$ cat src/rtl/retinex_auto_stretch.sv
// retinex_auto_stretch
//   Per-frame automatic contrast stretch for the Retinex luma stream.
//   Frame N's min/max are measured, turned into a Q8.8 gain by a serial
//   restoring divider, and applied to frame N+1 as
//   y_out = sat255(((y_in - offset) floored at 0) * gain >> 8).
//
// Ports
//   clk              pixel clock, rising edge
//   rst_n            asynchronous active-low reset
//   pixel_valid_in   y_in carries an active pixel
//   y_in[7:0]        Retinex luma in
//   pixel_valid_out  pixel_valid_in delayed 3 cycles
//   y_out[7:0]       stretched luma (0 when pixel_valid_out is low)
//   frame_done       one-cycle pulse when gain/offset are committed
//   gain[15:0]       committed gain, Q8.8
//   offset[7:0]      committed black level
//
// Handshake: no back-pressure. A pixel is accepted on every rising edge where
// pixel_valid_in is high; its result appears exactly 3 edges later with
// pixel_valid_out high for that single cycle.
module retinex_auto_stretch #(
    parameter int H_ACTIVE = 640,
    parameter int V_ACTIVE = 480
) (
    input  logic        clk,
    input  logic        rst_n,
    input  logic        pixel_valid_in,
    input  logic [7:0]  y_in,
    output logic        pixel_valid_out,
    output logic [7:0]  y_out,
    output logic        frame_done,
    output logic [15:0] gain,
    output logic [7:0]  offset
);
    localparam int XW = (H_ACTIVE > 1) ? $clog2(H_ACTIVE) : 1;
    localparam int YW = (V_ACTIVE > 1) ? $clog2(V_ACTIVE) : 1;

    typedef enum logic [1:0] {IDLE, SETUP, DIV, COMMIT} state_t;

    state_t        state;
    logic [XW-1:0] x_cnt;
    logic [YW-1:0] y_cnt;
    logic [7:0]    run_min, run_max, cal_min, cal_max;
    logic [7:0]    div_den, div_rem;
    logic [15:0]   div_quo;
    logic [3:0]    div_cnt;
    logic [15:0]   act_gain, g1;
    logic [7:0]    act_offset, d1;
    logic          v1, v2;
    logic [23:0]   p2;

    logic          x_last, y_last, last_pix, first_pix, load_coef;
    logic [7:0]    frame_min, frame_max;
    logic [15:0]   eff_gain;
    logic [7:0]    eff_offset;
    logic [8:0]    rem_sh;
    logic          rem_ge;
    logic [8:0]    rem_sub;

    assign x_last    = (x_cnt == XW'(H_ACTIVE - 1));
    assign y_last    = (y_cnt == YW'(V_ACTIVE - 1));
    assign last_pix  = pixel_valid_in && x_last && y_last;
    assign first_pix = pixel_valid_in && (x_cnt == '0) && (y_cnt == '0);

    // Min/max including the current pixel, so the last pixel counts.
    assign frame_min = (y_in < run_min) ? y_in : run_min;
    assign frame_max = (y_in > run_max) ? y_in : run_max;

    // New coefficients are taken only at the start of a frame and only when
    // no division is in flight; the first pixel already uses them.
    assign load_coef  = first_pix && (state == IDLE);
    assign eff_gain   = load_coef ? gain   : act_gain;
    assign eff_offset = load_coef ? offset : act_offset;

    // One restoring-division step: shift in the next dividend bit.
    assign rem_sh  = {div_rem, div_quo[15]};
    assign rem_ge  = (rem_sh >= {1'b0, div_den});
    assign rem_sub = rem_sh - {1'b0, div_den};

    // Raster counters
    always_ff @(posedge clk or negedge rst_n) begin
        if (!rst_n) begin
            x_cnt <= '0;
            y_cnt <= '0;
        end else if (pixel_valid_in) begin
            if (x_last) begin
                x_cnt <= '0;
                y_cnt <= y_last ? '0 : y_cnt + 1'b1;
            end else begin
                x_cnt <= x_cnt + 1'b1;
            end
        end
    end

    // Frame statistics. cal_* only latch while the divider is idle so a busy
    // division keeps a stable operand; that frame's stats are then dropped.
    always_ff @(posedge clk or negedge rst_n) begin
        if (!rst_n) begin
            run_min <= 8'd255;
            run_max <= 8'd0;
            cal_min <= 8'd0;
            cal_max <= 8'd0;
        end else if (pixel_valid_in) begin
            if (last_pix) begin
                run_min <= 8'd255;
                run_max <= 8'd0;
                if (state == IDLE) begin
                    cal_min <= frame_min;
                    cal_max <= frame_max;
                end
            end else begin
                run_min <= frame_min;
                run_max <= frame_max;
            end
        end
    end

    // Divider / commit FSM. A flat frame commits straight from SETUP so its
    // pulse arrives 2 cycles after the last pixel.
    always_ff @(posedge clk or negedge rst_n) begin
        if (!rst_n) begin
            state      <= IDLE;
            gain       <= 16'd256;
            offset     <= 8'd0;
            frame_done <= 1'b0;
            div_den    <= 8'd0;
            div_rem    <= 8'd0;
            div_quo    <= 16'd0;
            div_cnt    <= 4'd0;
        end else begin
            frame_done <= 1'b0;
            case (state)
                IDLE: begin
                    if (last_pix) state <= SETUP;
                end
                SETUP: begin
                    if (cal_max == cal_min) begin
                        gain       <= 16'd256;
                        offset     <= 8'd0;
                        frame_done <= 1'b1;
                        state      <= IDLE;
                    end else begin
                        div_den <= cal_max - cal_min;
                        div_rem <= 8'd0;
                        div_quo <= 16'hFF00;   // 255 * 256
                        div_cnt <= 4'd0;
                        state   <= DIV;
                    end
                end
                DIV: begin
                    // Remainder stays below div_den, so 8 bits always suffice.
                    div_rem <= rem_ge ? rem_sub[7:0] : rem_sh[7:0];
                    div_quo <= {div_quo[14:0], rem_ge};
                    div_cnt <= div_cnt + 4'd1;
                    if (div_cnt == 4'd15) state <= COMMIT;
                end
                COMMIT: begin
                    gain       <= div_quo;
                    offset     <= cal_min;
                    frame_done <= 1'b1;
                    state      <= IDLE;
                end
                default: state <= IDLE;
            endcase
        end
    end

    // Shadow coefficients and 3-stage pixel datapath. The gain travels with
    // the pixel so a coefficient swap never splits a pixel across two sets.
    always_ff @(posedge clk or negedge rst_n) begin
        if (!rst_n) begin
            act_gain        <= 16'd256;
            act_offset      <= 8'd0;
            v1              <= 1'b0;
            d1              <= 8'd0;
            g1              <= 16'd256;
            v2              <= 1'b0;
            p2              <= 24'd0;
            pixel_valid_out <= 1'b0;
            y_out           <= 8'd0;
        end else begin
            if (load_coef) begin
                act_gain   <= gain;
                act_offset <= offset;
            end
            v1              <= pixel_valid_in;
            d1              <= (y_in > eff_offset) ? (y_in - eff_offset) : 8'd0;
            g1              <= eff_gain;
            v2              <= v1;
            p2              <= {16'd0, d1} * {8'd0, g1};
            pixel_valid_out <= v2;
            if (!v2)
                y_out <= 8'd0;
            else if (p2[23:16] != 8'd0)
                y_out <= 8'd255;
            else
                y_out <= p2[15:8];
        end
    end
endmodule

$ cat config.mk
export PLATFORM = sky130hd
export DESIGN_NAME = retinex_auto_stretch
export DESIGN_NICKNAME = d
export VERILOG_FILES = /design/src/rtl/retinex_auto_stretch.sv
export SDC_FILE = /design/constraint.sdc
export NUM_CORES = 1
export LEC_CHECK = 0
export CORE_MARGIN = 2
export CORE_UTILIZATION = 56
export CTS_CLUSTER_SIZE = 24
export DETAILED_ROUTE_END_ITERATION = 12
export GPL_TIMING_DRIVEN = 0
export PLACE_DENSITY = 0.77
export SLEW_MARGIN = 20
export SYNTH_ARGS = -nofsm -noshare
export SYNTH_HDL_FRONTEND = slang
export SYNTH_SLANG_ARGS = --single-unit
$ cat constraint.sdc
create_clock -name clk -period 5.1 [get_ports clk]
set_input_delay 1.53 -clock clk [delete_from_list [all_inputs] [get_ports clk]]
set_output_delay 1.53 -clock clk [all_outputs]
set_load 0.01 [all_outputs]
==> impl_metrics.csv <==
group,metric,value,unit
floorplanning,die_area,22100,sq um
sta,setup_ws,182,ps
detailed_routing,ant_nets,0,
placement,placed_cell_area,12600,sq um
floorplanning,core.rowCount,52,
sta,rsz0062_at_grt,"true",
detailed_routing,dr.pass1.iters,5,
logic_synthesis,ys_async_sr_fraction,1.00,
sta,min_period,4920,ps
clocking,cts_tree,"yes",
floorplanning,die_y,149,um
logic_synthesis,yosysUniqueCellTypes,57,
logic_synthesis,synth_edf_count,0,
logic_synthesis,yosys.area_share.adder,0.236,
global_routing,grt_max_degree,102,
clocking,cts.htree.levels,4,
logic_synthesis,synthSimpleGateAreaFrac,0.140,
worst_setup_path,cp.required,5440,ps
sta,setup-violations-final,0,
clocking,cts_made_buffers,17,
sta,fmax,203,MHz
logic_synthesis,ys_ff_latch,173,
worst_setup_path,cp_slowest_cell,"fa_1",
flow_run,max_cap_violations,0,
pwr,leakagePower,0.00683,uW
logic_synthesis,synth_top_family_by_area,"adder cells",
status,status,"finished, final reports clean",
global_routing,grt_usage,0.231,
logic_synthesis,ys_warn_count,0,
clocking,clockBufferDepth,2,
placement,gp_congestion,0.898,
sta,post-route-period-util,0.964,
worst_setup_path,cp_num_buf_inv,2,
detailed_routing,vias,8171,
placement,post-place-ws,-849,ps
worst_setup_path,cp_max_fo,6,
detailed_routing,vias_per_cell,5.44,
pwr,powerDensity,257,nW/um^2
cells_and_area,final_cells,1501,
logic_synthesis,synth.yosys.seq_area_share,0.370,
clocking,cts-root-buf,"clkbuf_16",
clocking,cts.clk_slew.worst_paths,70,ps
worst_setup_path,slowest_delay,550,ps
global_routing,antenna_found_initial,0,
worst_setup_path,cp-end-kind,"flip-flop",
detailed_routing,drc,0,
worst_setup_path,cp_top_family,"adder cells",
cells_and_area,stdcell_area,13300,sq um
logic_synthesis,syn_nets,1323,
global_routing,grt-ovfl-total,0,
worst_setup_path,path_class,"reg2reg",
floorplanning,design.core.area,20400,sq um
worst_setup_path,worstPathArrival,5250,ps
worst_setup_path,start_kind,"flip-flop",
detailed_routing,drt_iter0_drc,492,
sta,worst_pin_slew,656,ps
clocking,ctsHoldBuffers,0,
global_routing,grt_pass1_vias,8517,
detailed_routing,wl_per_cell,16.0,um
cells_and_area,fin_nets,1399,
clocking,cts.sinks,173,
floorplanning,chipWidth,149,um
cells_and_area,drive_gt1_frac,0.0877,
pwr,ir_drop,0.293,mV
floorplanning,num_io_pins,45,
logic_synthesis,muxShareOfSynthArea,0.0427,
logic_synthesis,ys.flop_type,"dfrtp_1",
logic_synthesis,netlist_instances,1142,
logic_synthesis,synth_compound_area_frac,0.120,
sta,slew_viol_final,0,
floorplanning,initial_core_util,0.575,
logic_synthesis,netlist_area,11700,sq um
hold_path,min_path_type,"reg2reg",
global_routing,grt_pass1_wl,40.8,mm
cells_and_area,antenna_cells,0,
clocking,clock_latency,430,ps
worst_setup_path,cp_common_cell,"fa_1",
detailed_routing,totalWireLength,24.0,mm
placement,place_hpwl,18.6,mm
sta,finalHoldViolCount,0,
logic_synthesis,syn_avg_cell_area,10.3,sq um
worst_setup_path,cp_cell_sequence,"and2_1 -> fa_2 -> fa_1 -> inv_1 -> fa_1 -> fa_1 -> inv_1 -> ha_1 -> a211o_1 -> o211ai_2 -> o211ai_2 -> a221o_2 -> a31oi_4 -> o21ai_2 -> and2_4 -> o311ai_2",
sta,fin_skew,15.0,ps
cells_and_area,syn_to_final_growth,13.3,%
placement,place_inst,1457,
logic_synthesis,synth-xor-area-share,0.0298,
placement,port-buffer-count,44,
sta,slew_headroom,0.561,
==> power by group <==
group	internal [uW]	switching [uW]	total, uW
Sequential	1480	91.3	1580
Clock	753	556	1310
Combinational	249	288	537
==> flip-flops by register name, summed over array words and instances (netlist names), 9 cells and up, named ones only <==
register	flops
p2	16
y_cnt	9
x_cnt	10
div_quo	16
g1	16
gain	16
==> cell usage in the layout, fill, tap and decap left out, types with 17 or more instances in the layout <==
cell             netlist  final
ha_1                  84     83
nand3_1               20     20
and2_1               108    108
dfrtp_1              163    154
nand2_1               90     90
clkbuf_16              0     17
fa_1                  86     85
o21ai_0               64     64
clkbuf_1              32     28
a21o_1                26     26
mux2i_1               31     31
inv_1                155    155
a22o_1                34     34
xnor2_1               25     25
a21oi_1               25     25
nor2_1                36     36
clkdlybuf4s50_1        0     43
mux2_2                17     17
==> through the flow <==
stage          setup TNS, ps  utilization  power (uW)  hold WS (ps)
2_1_floorplan              0            -        1950           331
3_3_place_gp         -743910        0.613        2090           335
3_5_place_dp           -8070        0.614        2120           337
4_1_cts                    0        0.644        3430           353
5_1_grt                -17.9        0.651        3590           365
6_report                   0        0.651        3420           350
==> kinds of logic after synthesis <==
logic type | after synthesis
buffers and inverters | 192
xor gates and xnor gates | 40
muxes | 48
AOI/OAI and AO/OA | 203
adders and majority gates | 170
DFF | 173
and+or+nand+nor | 316
==> routing by layer <==
| layer | GRT usage | vias up | part of all wire |
|---|---|---|---|
| li1 | - | 3934 | - |
| met1 | 0.290 | 4091 | 0.43 |
| met2 | 0.419 | 120 | 0.53 |
| met3 | 0.0339 | 26 | 0.025 |
| met4 | 0.0590 | 0 | 0.015 |
| met5 | 0 | - | 0 |
==> final timing paths <==
check / cells after the start / from / slack, ps / endpoint
max in group asynchronous: 2 / rst_n / 3150 / g1[2]
min in group asynchronous: 1 / rst_n / 1060 / p2[23]
hold reg to reg: 0 / v1 / 350 / v2
hold / removal: 0 / v1 / 350 / v2
setup / recovery: 16 / d1[4] / 180 / p2[21]
setup reg to reg: 16 / d1[4] / 180 / p2[21]
==> cells in the mapped netlist, drive strengths merged (3+ instances only) <==
| master | instances | area [sq um] |
|---|---|---|
| and2 | 110 | 692 |
| mux2i | 31 | 310 |
| nand4 | 13 | 81.3 |
| a21oi | 25 | 125 |
| a31oi | 6 | 52.6 |
| nand2b | 13 | 81.3 |
| mux2 | 17 | 191 |
| a22o | 34 | 298 |
| nor2 | 37 | 141 |
| clkbuf | 32 | 120 |
| dfstp | 10 | 263 |
| a211oi | 3 | 22.5 |
| o21bai | 3 | 22.5 |
| a21o | 27 | 204 |
| xor2 | 15 | 131 |
| o32a | 8 | 80.1 |
| dfrtp | 163 | 4080 |
| xnor2 | 25 | 219 |
| nor2b | 10 | 62.6 |
| o21a | 11 | 82.6 |
| ha | 84 | 1050 |
| nor3 | 8 | 40.0 |
| nor4 | 5 | 37.5 |
| nand2 | 90 | 338 |
| o21ai | 67 | 343 |
| and3 | 5 | 31.3 |
| nand3 | 20 | 100 |
| inv | 155 | 582 |
| fa | 86 | 1720 |
| o211ai | 3 | 32.5 |
| buf | 5 | 23.8 |
==> what timing repair did <==
item | 4_1_cts | 5_1_grt
cloned | 0 | 0
resized for setup | 9 | 16
setup buffers | 1 | 14
pin swaps | 1 | 6
endpoints found under the setup margin | 16 | 15
==> worst register-to-register path, stage by stage, from the launching register on <==
cell,delay (ps)
dfrtp_2,460
and2_1,190
fa_2,400
fa_1,530
inv_1,50
fa_1,510
fa_1,550
inv_1,40
ha_1,320
a211o_1,330
o211ai_2,80
o211ai_2,130
a221o_2,460
a31oi_4,250
o21ai_2,130
and2_4,180
o311ai_2,230
==> final cells by class <==
type | instances | area [sq um]
multi-input combinational | 777 | 6700
fill | 1623 | 7130
clock inverter | 11 | 130
buffer | 34 | 155
timing repair buffer | 60 | 586
sequential | 173 | 4350
clock buffer | 21 | 460
inverter | 155 | 582
tap | 270 | 338
Power figures use the tool's default switching activity.
